File: src/rtl/obi_mem_arbiter.sv
`default_nettype none
// ============================================================================
// Module      : obi_mem_arbiter
// Description : Round-robin 2:1 OBI arbiter (instr/data -> one memory port)
//               with request locking and an in-order owner FIFO for rvalid.
// Revision    : 1.0
// ============================================================================
module obi_mem_arbiter #(
    parameter int ADDR_WIDTH      = 32,
    parameter int DATA_WIDTH      = 32,
    parameter int MAX_OUTSTANDING = 2
) (
    input  logic                                   clk_i,
    input  logic                                   rst_ni,

    input  logic                                   instr_req_i,
    input  logic [ADDR_WIDTH-1:0]                  instr_addr_i,
    output logic                                   instr_gnt_o,
    output logic                                   instr_rvalid_o,
    output logic [DATA_WIDTH-1:0]                  instr_rdata_o,

    input  logic                                   data_req_i,
    input  logic                                   data_we_i,
    input  logic [DATA_WIDTH/8-1:0]                data_be_i,
    input  logic [ADDR_WIDTH-1:0]                  data_addr_i,
    input  logic [DATA_WIDTH-1:0]                  data_wdata_i,
    output logic                                   data_gnt_o,
    output logic                                   data_rvalid_o,
    output logic [DATA_WIDTH-1:0]                  data_rdata_o,

    output logic                                   mem_req_o,
    output logic                                   mem_we_o,
    output logic [DATA_WIDTH/8-1:0]                mem_be_o,
    output logic [ADDR_WIDTH-1:0]                  mem_addr_o,
    output logic [DATA_WIDTH-1:0]                  mem_wdata_o,
    input  logic                                   mem_gnt_i,
    input  logic                                   mem_rvalid_i,
    input  logic [DATA_WIDTH-1:0]                  mem_rdata_i,

    output logic [$clog2(MAX_OUTSTANDING+1)-1:0]   outstanding_o,
    output logic                                   protocol_err_o
);

    localparam int c_CNT_W = $clog2(MAX_OUTSTANDING + 1);
    localparam int c_PTR_W = (MAX_OUTSTANDING > 1) ? $clog2(MAX_OUTSTANDING) : 1;
    localparam logic [c_CNT_W-1:0] c_CNT_FULL = c_CNT_W'(MAX_OUTSTANDING);
    localparam logic [c_PTR_W-1:0] c_PTR_LAST = c_PTR_W'(MAX_OUTSTANDING - 1);

    typedef enum logic [0:0] {
        S_IDLE   = 1'b0,
        S_LOCKED = 1'b1
    } lock_state_t;

    lock_state_t                r_state;
    lock_state_t                w_state_nxt;
    logic                       r_lock_owner;
    logic                       w_lock_owner_nxt;
    logic                       r_last_grant;
    logic [MAX_OUTSTANDING-1:0] r_owner;
    logic [c_PTR_W-1:0]         r_wptr;
    logic [c_PTR_W-1:0]         r_rptr;
    logic [c_CNT_W-1:0]         r_count;
    logic                       r_perr;

    logic w_sel;        // 0 = instr, 1 = data
    logic w_sel_req;
    logic w_full;
    logic w_empty;
    logic w_push;
    logic w_pop;
    logic w_head;

    assign w_full  = (r_count == c_CNT_FULL);
    assign w_empty = (r_count == '0);
    assign w_head  = r_owner[r_rptr];

    always_comb begin
        w_sel = 1'b0;
        if (r_state == S_LOCKED) begin
            w_sel = r_lock_owner;
        end else if (instr_req_i && data_req_i) begin
            w_sel = ~r_last_grant;
        end else if (data_req_i) begin
            w_sel = 1'b1;
        end
    end

    assign w_sel_req   = w_sel ? data_req_i : instr_req_i;
    assign mem_req_o   = w_sel_req && !w_full;
    assign mem_addr_o  = w_sel ? data_addr_i  : instr_addr_i;
    assign mem_we_o    = w_sel && data_we_i;
    assign mem_be_o    = w_sel ? data_be_i    : '1;
    assign mem_wdata_o = w_sel ? data_wdata_i : '0;

    assign w_push      = mem_gnt_i && mem_req_o;
    assign instr_gnt_o = w_push && !w_sel;
    assign data_gnt_o  = w_push && w_sel;

    // Responses arriving with no owner recorded are dropped, not routed.
    assign w_pop          = mem_rvalid_i && !w_empty;
    assign instr_rvalid_o = w_pop && !w_head;
    assign data_rvalid_o  = w_pop && w_head;
    assign instr_rdata_o  = mem_rdata_i;
    assign data_rdata_o   = mem_rdata_i;

    assign outstanding_o  = r_count;
    assign protocol_err_o = r_perr;

    always_comb begin
        w_state_nxt      = r_state;
        w_lock_owner_nxt = r_lock_owner;
        case (r_state)
            S_IDLE: begin
                if (mem_req_o && !mem_gnt_i) begin
                    w_state_nxt      = S_LOCKED;
                    w_lock_owner_nxt = w_sel;
                end
            end
            S_LOCKED: begin
                if (mem_gnt_i) begin
                    w_state_nxt = S_IDLE;
                end
            end
            default: w_state_nxt = S_IDLE;
        endcase
    end

    always_ff @(posedge clk_i or negedge rst_ni) begin
        if (!rst_ni) begin
            r_state      <= S_IDLE;
            r_lock_owner <= 1'b0;
        end else begin
            r_state      <= w_state_nxt;
            r_lock_owner <= w_lock_owner_nxt;
        end
    end

    always_ff @(posedge clk_i or negedge rst_ni) begin
        if (!rst_ni) begin
            r_last_grant <= 1'b0;
            r_owner      <= '0;
            r_wptr       <= '0;
            r_rptr       <= '0;
            r_count      <= '0;
            r_perr       <= 1'b0;
        end else begin
            if (w_push) begin
                r_owner[r_wptr] <= w_sel;
                r_last_grant    <= w_sel;
                r_wptr          <= (r_wptr == c_PTR_LAST) ? '0 : r_wptr + 1'b1;
            end
            if (w_pop) begin
                r_rptr <= (r_rptr == c_PTR_LAST) ? '0 : r_rptr + 1'b1;
            end
            case ({w_push, w_pop})
                2'b10:   r_count <= r_count + 1'b1;
                2'b01:   r_count <= r_count - 1'b1;
                default: r_count <= r_count;
            endcase
            if (mem_rvalid_i && w_empty) begin
                r_perr <= 1'b1;
            end
        end
    end

endmodule
`default_nettype wire
File: config.mk
export PLATFORM = sky130hd
export DESIGN_NAME = obi_mem_arbiter
export DESIGN_NICKNAME = d
export VERILOG_FILES = /design/src/rtl/obi_mem_arbiter.sv
export SDC_FILE = /design/constraint.sdc
export NUM_CORES = 1
export LEC_CHECK = 0
export BUFFER_PORTS_ARGS = -buffer_cell sky130_fd_sc_hd__buf_4
export CAP_MARGIN = 10
export CORE_AREA = 2 2 109 111
export CTS_CLUSTER_SIZE = 10
export DETAILED_ROUTE_END_ITERATION = 12
export DIE_AREA = 0 0 111 113
export PLACE_DENSITY = 0.49
export SLEW_MARGIN = 20
export SYNTH_ARGS = -nofsm -noshare
export SYNTH_HDL_FRONTEND = slang
export SYNTH_SLANG_ARGS = --single-unit
File: constraint.sdc
create_clock -name clk_i -period 6 [get_ports clk_i]
set_clock_uncertainty 0.2 [all_clocks]
set_input_delay 0.6 -clock clk_i [delete_from_list [all_inputs] [get_ports clk_i]]
set_output_delay 0.6 -clock clk_i [all_outputs]
set_load 0.02 [all_outputs]
Word level (Yosys, flattened, before mapping) --
Index checks and enable logic that the tools add are counted.
Operators by class: bitwise logic cells 2, magnitude comparators 3, reduce and logical (&&, ||, !) cells 20, equal/unequal tests 3, muxes and demuxes 18, $add $sub $neg 4
Operators by type and width (number):
- 32-bit 2-to-1 mux | 2
- 1-bit logical AND | 12
- 1-bit 2-to-1 mux | 11
- 1-bit zero test | 5
- 2-bit == test, second input constant | 2
- 1-bit by 2-bit less-than comparator with 1-bit output, second input constant | 2
- 4-bit 2-to-1 mux | 1
- 2-bit case mux with 2 select lines | 1
- 1-bit adder, second input constant | 2
- 2-bit by 1-bit adder with 2-bit output, second input constant | 1
- 2-bit bitwise mux | 1
- 2-bit by 1-bit == test with 1-bit output, second input constant | 1
- 2-bit zero test | 1
- 1-bit inverter | 2
- 1-bit case mux with 2 select lines | 1
- 2-bit AND reduction | 1
- 2-bit nonzero test | 1
- 2-bit by 1-bit subtractor with 2-bit output, second input constant | 1
- 1-bit demux with 1-bit select | 1
- 1-bit >= comparator, second input constant | 1
Storage, ports and cells: bits in registers 10, word-level logic and storage cells 58, input bits 139, output and inout port bits 141

Logic depth before layout (Yosys ltp) --
Gate-level depths: netlist (run 1).
depth after elaboration 8, depth in mapped cells 7, mapped depth without buffers 6

Least setup slack after synthesis (run 1) --
OpenSTA, ideal clock, no wires.
path kind input port to output port, start point input port data_req_i, end point output port mem_addr_o[10], arrival time 1.595 ns, data required time 5.200 ns, setup slack 3.605 ns, stages 5, buffers on the path 2, path through a21bo_2 > o21a_1 > buf_6 > buf_6 > mux2_4
On the way: word-level cells in the longest chain between the ends 4
Ends and longest elaborated chain:
- start, declared | RTL line 22 | input logic data_req_i,
- 1-bit 2-to-1 mux or 1-bit logical AND (tied branches) | RTL line 83, 81
- 1-bit 2-to-1 mux * | RTL line 81 | end else if (instr_req_i && data_req_i) begin
- 1-bit 2-to-1 mux * | RTL line 79 | if (r_state == S_LOCKED) begin
- 32-bit 2-to-1 mux * | RTL line 90 | assign mem_addr_o = w_sel ? data_addr_i : instr_addr_i;
- end, declared | RTL line 34 | output logic [ADDR_WIDTH-1:0] mem_addr_o,
Every way passes the cells marked *; elsewhere a longest branch is shown, timed or not.

Final worst setup path (run 1) --
start point input port data_req_i, end point output port mem_addr_o[0]
Same word-level chain as after synthesis.

==> results of run 1 <==
-- path summary, 6_finish.rpt --
check                                     from                to  depth (start not counted)
worst max-delay path                data_req_i     mem_addr_o[0]                          5
worst min-delay path            protocol_err_o    protocol_err_o                          1
worst max register to register    r_lock_owner  outstanding_o[1]                          5
worst min register to register  protocol_err_o    protocol_err_o                          1
max in group asynchronous               rst_ni        r_owner[0]                          2
min in group asynchronous               rst_ni            r_rptr                          2
-- metrics by stage --
| stage | utilization | hold WS [ns] | worst slack, ns |
|---|---|---|---|
| after detailed placement | 0.244 | 0.237 | 2.75 |
| after global placement | 0.244 | 0.237 | 2.80 |
| after global routing | 0.253 | 0.281 | 3.01 |
| after CTS | 0.251 | 0.266 | 2.74 |
| final | 0.253 | 0.271 | 3.08 |
| after floorplan | - | 0.104 | 3.61 |
-- metal layers --
layer,GRT usage,vias to the layer above,share of wire
li1,-,785,-
met1,0.0783,742,0.33
met2,0.152,135,0.53
met4,0.0283,0,0.023
met3,0.0311,9,0.12
met5,0,-,0
-- placed cells by master, fill, tap and decap left out, types with 2 or more instances in the layout --
cell,synthesis,routed
mux2i_1,2,2
mux2_2,5,5
a21oi_1,3,3
xnor2_1,5,5
inv_1,6,6
clkbuf_16,0,3
buf_4,64,183
nand2b_1,4,4
mux2_4,27,27
and2_1,33,33
o31ai_1,3,3
nor2b_1,2,2
o21ai_0,3,3
nor2_1,6,6
dfrtp_1,10,10
-- worst max-delay path, delay by kind of cell --
kind | cells | cell delay (ns)
AO/OA/AOI/OAI | 2 | 0.78
multiplexers | 1 | 0.41
buffers and inverters | 2 | 0.28
-- area by class of cell --
class                      instances  area, um2  area share
inverter                           6       22.5     0.00791
multi-input combinational        102        936       0.329
sequential                        10        250      0.0879
timing repair buffer             184       1380       0.486
clock buffer                       3       75.1      0.0264
tap                              143        179      0.0629
-- where the power goes --
group	internal (mW)	total [mW]	switching, mW	leakage, nW
logic	0.341	0.672	0.330	1.37
registers	0.0964	0.127	0.0306	0.118
clock network	0.0862	0.115	0.0290	0.0370
total	0.524	0.914	0.390	1.52
-- sequential cells by signal, indices dropped and copies added (netlist names) --
name,flops
outstanding_o,2
r_owner,2
r_rptr,1
r_last_grant,1
r_lock_owner,1
r_wptr,1
protocol_err_o,1
r_state,1
-- logic make-up after synthesis --
| logic type | Yosys count |
|---|---|
| compound gates | 16 |
| xor+xnor | 5 |
| simple gates | 46 |
| flops | 10 |
| mux | 34 |
| fa+ha+maj | 1 |
| buf+inv | 80 |
==> impl_metrics.py, run 1 <==
metrics = {
    "clocking": {
        "htree_levels": 1,
        "post-cts-setup-buffer-count": 0,
        "cts_tree": "done",
        "clkTransAtPathRegs_ns": 0.04,
        "cts_made_buffers": 3,
        "clock_sinks": 10,
        "post_cts_resize_count": 0,
        "clock-root-buffer": "clkbuf_16",
        "clk_latency_ns": 0.23,
        "clockBufferDepth": 2,
        "cts_hold_buffers": 1,
    },
    "detailed_routing": {
        "postRouteAntennaNets": 0,
        "totalWireLength_um": 5620,
        "drt_iter0_drc": 34,
        "drtPass1Iterations": 4,
        "viasPerCell": 3.73,
        "drc": 0,
        "num_vias": 1671,
        "wl_per_cell_um": 12.5,
    },
    "timing": {
        "period_needed_ns": 2.92,
        "fin_tns_setup_ns": 0,
        "hold_viol_final": 0,
        "max_freq_mhz": 343,
        "rsz0062_at_grt": "false",
        "fin_crit_sh": 0.487,
        "relSlewSlack": 0.531,
        "setup_viol": 0,
        "tightest_slew_ns": 0.702,
        "finalMaxSlewViolations": 0,
    },
    "cells_and_area": {
        "fillCellCount": 1214,
        "area_delta_synth_final_pct": 63.4,
        "nNetsFinal": 447,
        "antenna_cells": 0,
        "stdcell_count": 448,
        "drive_above_1_share": 0.725,
        "design_area_um2": 2850,
    },
    "logic_synthesis": {
        "netlist_area_um2": 1740,
        "synth_top_area_cell": "buf_4",
        "seq_area_frac_synth": 0.144,
        "synth_xor_area_frac": 0.0251,
        "synth_top_family_by_area": "buffers and inverters",
        "synthSimpleGateAreaFrac": 0.155,
        "synth_area_per_cell_um2": 9.07,
        "synth_top_cell_area_share": 0.276,
        "synth_common_cells": "buf_4, and2_1, mux2_4",
        "synth_adder_area_share": 0.00718,
        "synth-edff-count": 0,
        "muxShareOfSynthArea": 0.277,
        "ys_async_sr_fraction": 1.00,
        "synth_top_flop_cell": "dfrtp_1",
        "synth_seq_cells": 10,
        "synth_most_common_cell": "buf_4",
        "syn_inst": 192,
        "synth_fp_nets": 332,
        "yosysUniqueCellTypes": 27,
        "synth.area.top_cells": "buf_4, mux2_4, dfrtp_1",
        "synth_compound_area_frac": 0.0625,
        "yosysWarnings": 0,
    },
    "placement": {
        "place_congestion": 0.764,
        "dp.cells": 444,
        "placed_cell_area_um2": 2750,
        "dp_hpwl_um": 4840,
        "io_buffer_count": 183,
    },
    "critical_path": {
        "crit_top_cell": "buf_4",
        "worstPathCellList": "buf_4, a21bo_2, o21a_4, mux2_2, buf_4",
        "cpMaxStageDelayCell": "o21a_4",
        "worstPathMaxFanout": 35,
        "path_class": "in -> out",
        "cp-end-kind": "output pin",
        "required_ns": 5.20,
        "arrival_ns": 2.12,
        "crit_path_start_kind": "primary input",
        "worst-r2r-setup-slack_ns": 4.01,
        "slowest_delay_ns": 0.54,
    },
    "grt": {
        "antenna_found_initial": 0,
        "grt_pass1_vias": 1628,
        "overflow": 0,
        "grt.total_usage": 0.0796,
        "grt_start_max_net_pins": 39,
        "grt_first_pass_wirelength_um": 8340,
    },
    "floorplanning": {
        "die-width_um": 111,
        "initial_core_util": 0.155,
        "die_y_um": 113,
        "dieArea_um2": 12500,
        "io_pins": 280,
        "coreArea_um2": 11300,
        "rows": 39,
    },
    "run_status": {
        "status": "complete, no violations",
    },
    "flow_run": {
        "maxCapViolCount": 0,
    },
    "power_and_ir_drop": {
        "powerDensity_nw_per_um2": 321,
        "p_total_mw": 0.914,
        "vdd_drop_max_mv": 0.119,
        "p_leak_nw": 1.52,
    },
    "worst_hold_path": {
        "min_path_type": "reg -> reg",
    },
}
Power figures use the tool's default switching activity.
==> inputs of run 2 (changes only) <==
PLACE_DENSITY = 0.51   (was 0.49)
clock period = 2.4 ns   (was 6 ns; I/O delays follow)
==> impl_metrics.py, run 2 (same netlist as run 1, synthesis figures left out) <==
metrics = {
    "clocking": {
        "clkTransAtPathRegs_ns": 0.04,
        "cts_made_buffers": 3,
        "htree_levels": 1,
        "post_cts_resize_count": 0,
        "clk_latency_ns": 0.24,
        "clock_sinks": 10,
        "clock-root-buffer": "clkbuf_16",
        "cts_tree": "done",
        "clockBufferDepth": 2,
    },
    "floorplanning": {
        "dieArea_um2": 12500,
        "coreArea_um2": 11300,
        "die_y_um": 113,
        "die-width_um": 111,
        "rows": 39,
        "io_pins": 280,
        "initial_core_util": 0.155,
    },
    "placement": {
        "dp_hpwl_um": 5350,
        "place_congestion": 0.761,
        "io_buffer_count": 183,
    },
    "detailed_routing": {
        "postRouteAntennaNets": 0,
        "drc": 0,
        "viasPerCell": 3.76,
        "totalWireLength_um": 6120,
        "drtPass1Iterations": 4,
        "drt_iter0_drc": 46,
        "wl_per_cell_um": 13.5,
        "num_vias": 1709,
    },
    "critical_path": {
        "r2r-start": "r_lock_owner",
        "worstPathMaxFanout": 35,
        "crit_path_start_kind": "flip-flop",
        "slowest_delay_ns": 0.46,
        "r2r_cells": 5,
        "required_ns": 1.96,
        "cpMaxStageDelayCell": "dfrtp_1",
        "timing.rr.end": "outstanding_o[1]",
        "cp_top_family": "flip-flops",
        "worst-r2r-setup-slack_ns": 0.41,
        "worstPathCellList": "nand2_1, o21a_2, buf_12, mux2_2, buf_4",
        "arrival_ns": 1.80,
        "path_class": "reg -> out",
        "cp-end-kind": "output pin",
        "worst-path-buf-inv": 2,
    },
    "grt": {
        "antenna_found_initial": 0,
        "grt_first_pass_wirelength_um": 9080,
        "grt_pass1_vias": 1790,
        "grt_start_max_net_pins": 39,
        "grt.total_usage": 0.0896,
        "overflow": 0,
    },
    "cells_and_area": {
        "drive_above_1_share": 0.727,
        "seqCellArea_um2": 250,
        "antenna_cells": 0,
        "nNetsFinal": 452,
        "multi_input_comb_area_um2": 922,
        "area_delta_synth_final_pct": 66.5,
        "final_common_cell": "buf_4",
        "fillCellCount": 1202,
        "final_cell_mix": "buf_4, and2_1, mux2_4, dfrtp_1",
    },
    "worst_hold_path": {
        "min-delay-start": "mem_rvalid_i",
        "min_path_type": "in -> reg",
        "hold_depth": 2,
        "whs_endpoint": "protocol_err_o",
    },
    "power_and_ir_drop": {
        "vdd_drop_max_mv": 0.339,
        "p_leak_nw": 1.55,
        "powerDensity_nw_per_um2": 822,
    },
    "flow_run": {
        "maxCapViolCount": 0,
    },
    "timing": {
        "fin_tns_setup_ns": 0,
        "timing.hold.ws_ns": 0.0172,
        "relSlewSlack": 0.793,
        "hold_viol_final": 0,
        "finalMaxSlewViolations": 0,
        "fin_crit_sh": 0.935,
        "rsz0062_at_grt": "false",
        "period_needed_ns": 2.24,
        "max_freq_mhz": 446,
        "tightest_slew_ns": 0.310,
        "setup_viol": 0,
    },
    "run_status": {
        "status": "complete, no violations",
    },
}
-- run 2: cell types whose count changed in the layout (fill, tap and decap cells not counted) --
cell,previous run,this run
buf_4,183,186
buf_12,0,1
clkbuf_8,0,1
dlygate4sd3_1,1,2
o21a_2,0,1
o21a_4,1,0
o21ai_2,0,1
o21ai_4,1,0
-- run 2: worst reg2reg max path: cells and delay by family, from the launching register on --
kind            cells  cell delay (ns)
simple gates        1             0.14
xor+xnor            1             0.12
mux                 1             0.15
compound gates      1             0.55
flops               1             0.40
fa+ha+maj           1             0.36
-- run 2: cell type report --
cell class,instances,share of cell area
clock buffer,4,0.0306
inverter,6,0.00777
multi-input combinational,102,0.318
sequential,10,0.0863
tap,143,0.0617
timing repair buffer,189,0.495
-- run 2: how the worst max path moves through the flow --
stage / cells after the start / start / to / slack (ns)
finish: 5 / r_state / mem_addr_o[2] / 0.16
global route: 5 / r_state / mem_addr_o[2] / 0.06
CTS: 5 / r_state / mem_addr_o[2] / 0.17
detailed placement: 5 / r_lock_owner / outstanding_o[1] / 0.40
global placement: 5 / r_lock_owner / outstanding_o[1] / 0.45
floorplan: 6 / outstanding_o[1] / outstanding_o[1] / 0.47
-- run 2: repair_timing --
item | 4_1_cts | 5_1_grt
buffers inserted | 0 | 0
hold buffers | 2 | 0
endpoints found under the hold margin | 11 | 0
-- run 2: layer usage --
| layer | vias up | track usage | share of wire |
|---|---|---|---|
| li1 | 795 | - | - |
| met1 | 743 | 0.0785 | 0.29 |
| met2 | 142 | 0.180 | 0.55 |
| met3 | 29 | 0.0354 | 0.13 |
| met4 | 0 | 0.0367 | 0.031 |
| met5 | - | 0 | 0 |
-- run 2: power breakdown --
| group | internal [mW] | switching (mW) |
|---|---|---|
| Combinational | 0.892 | 0.857 |
| Sequential | 0.241 | 0.0623 |
| Clock | 0.251 | 0.0793 |
-- run 2: per-stage QoR --
stage	util	instances	worst slack, ns	power (mW)	cell area (um2)
finish	0.257	454	0.157	2.38	2900
floorplan	-	192	0.471	1.55	1740
global route	0.257	454	0.0591	2.52	2900
global placement	0.248	448	0.452	2.06	2790
detailed placement	0.248	448	0.404	2.08	2790
CTS	0.257	454	0.167	2.42	2900
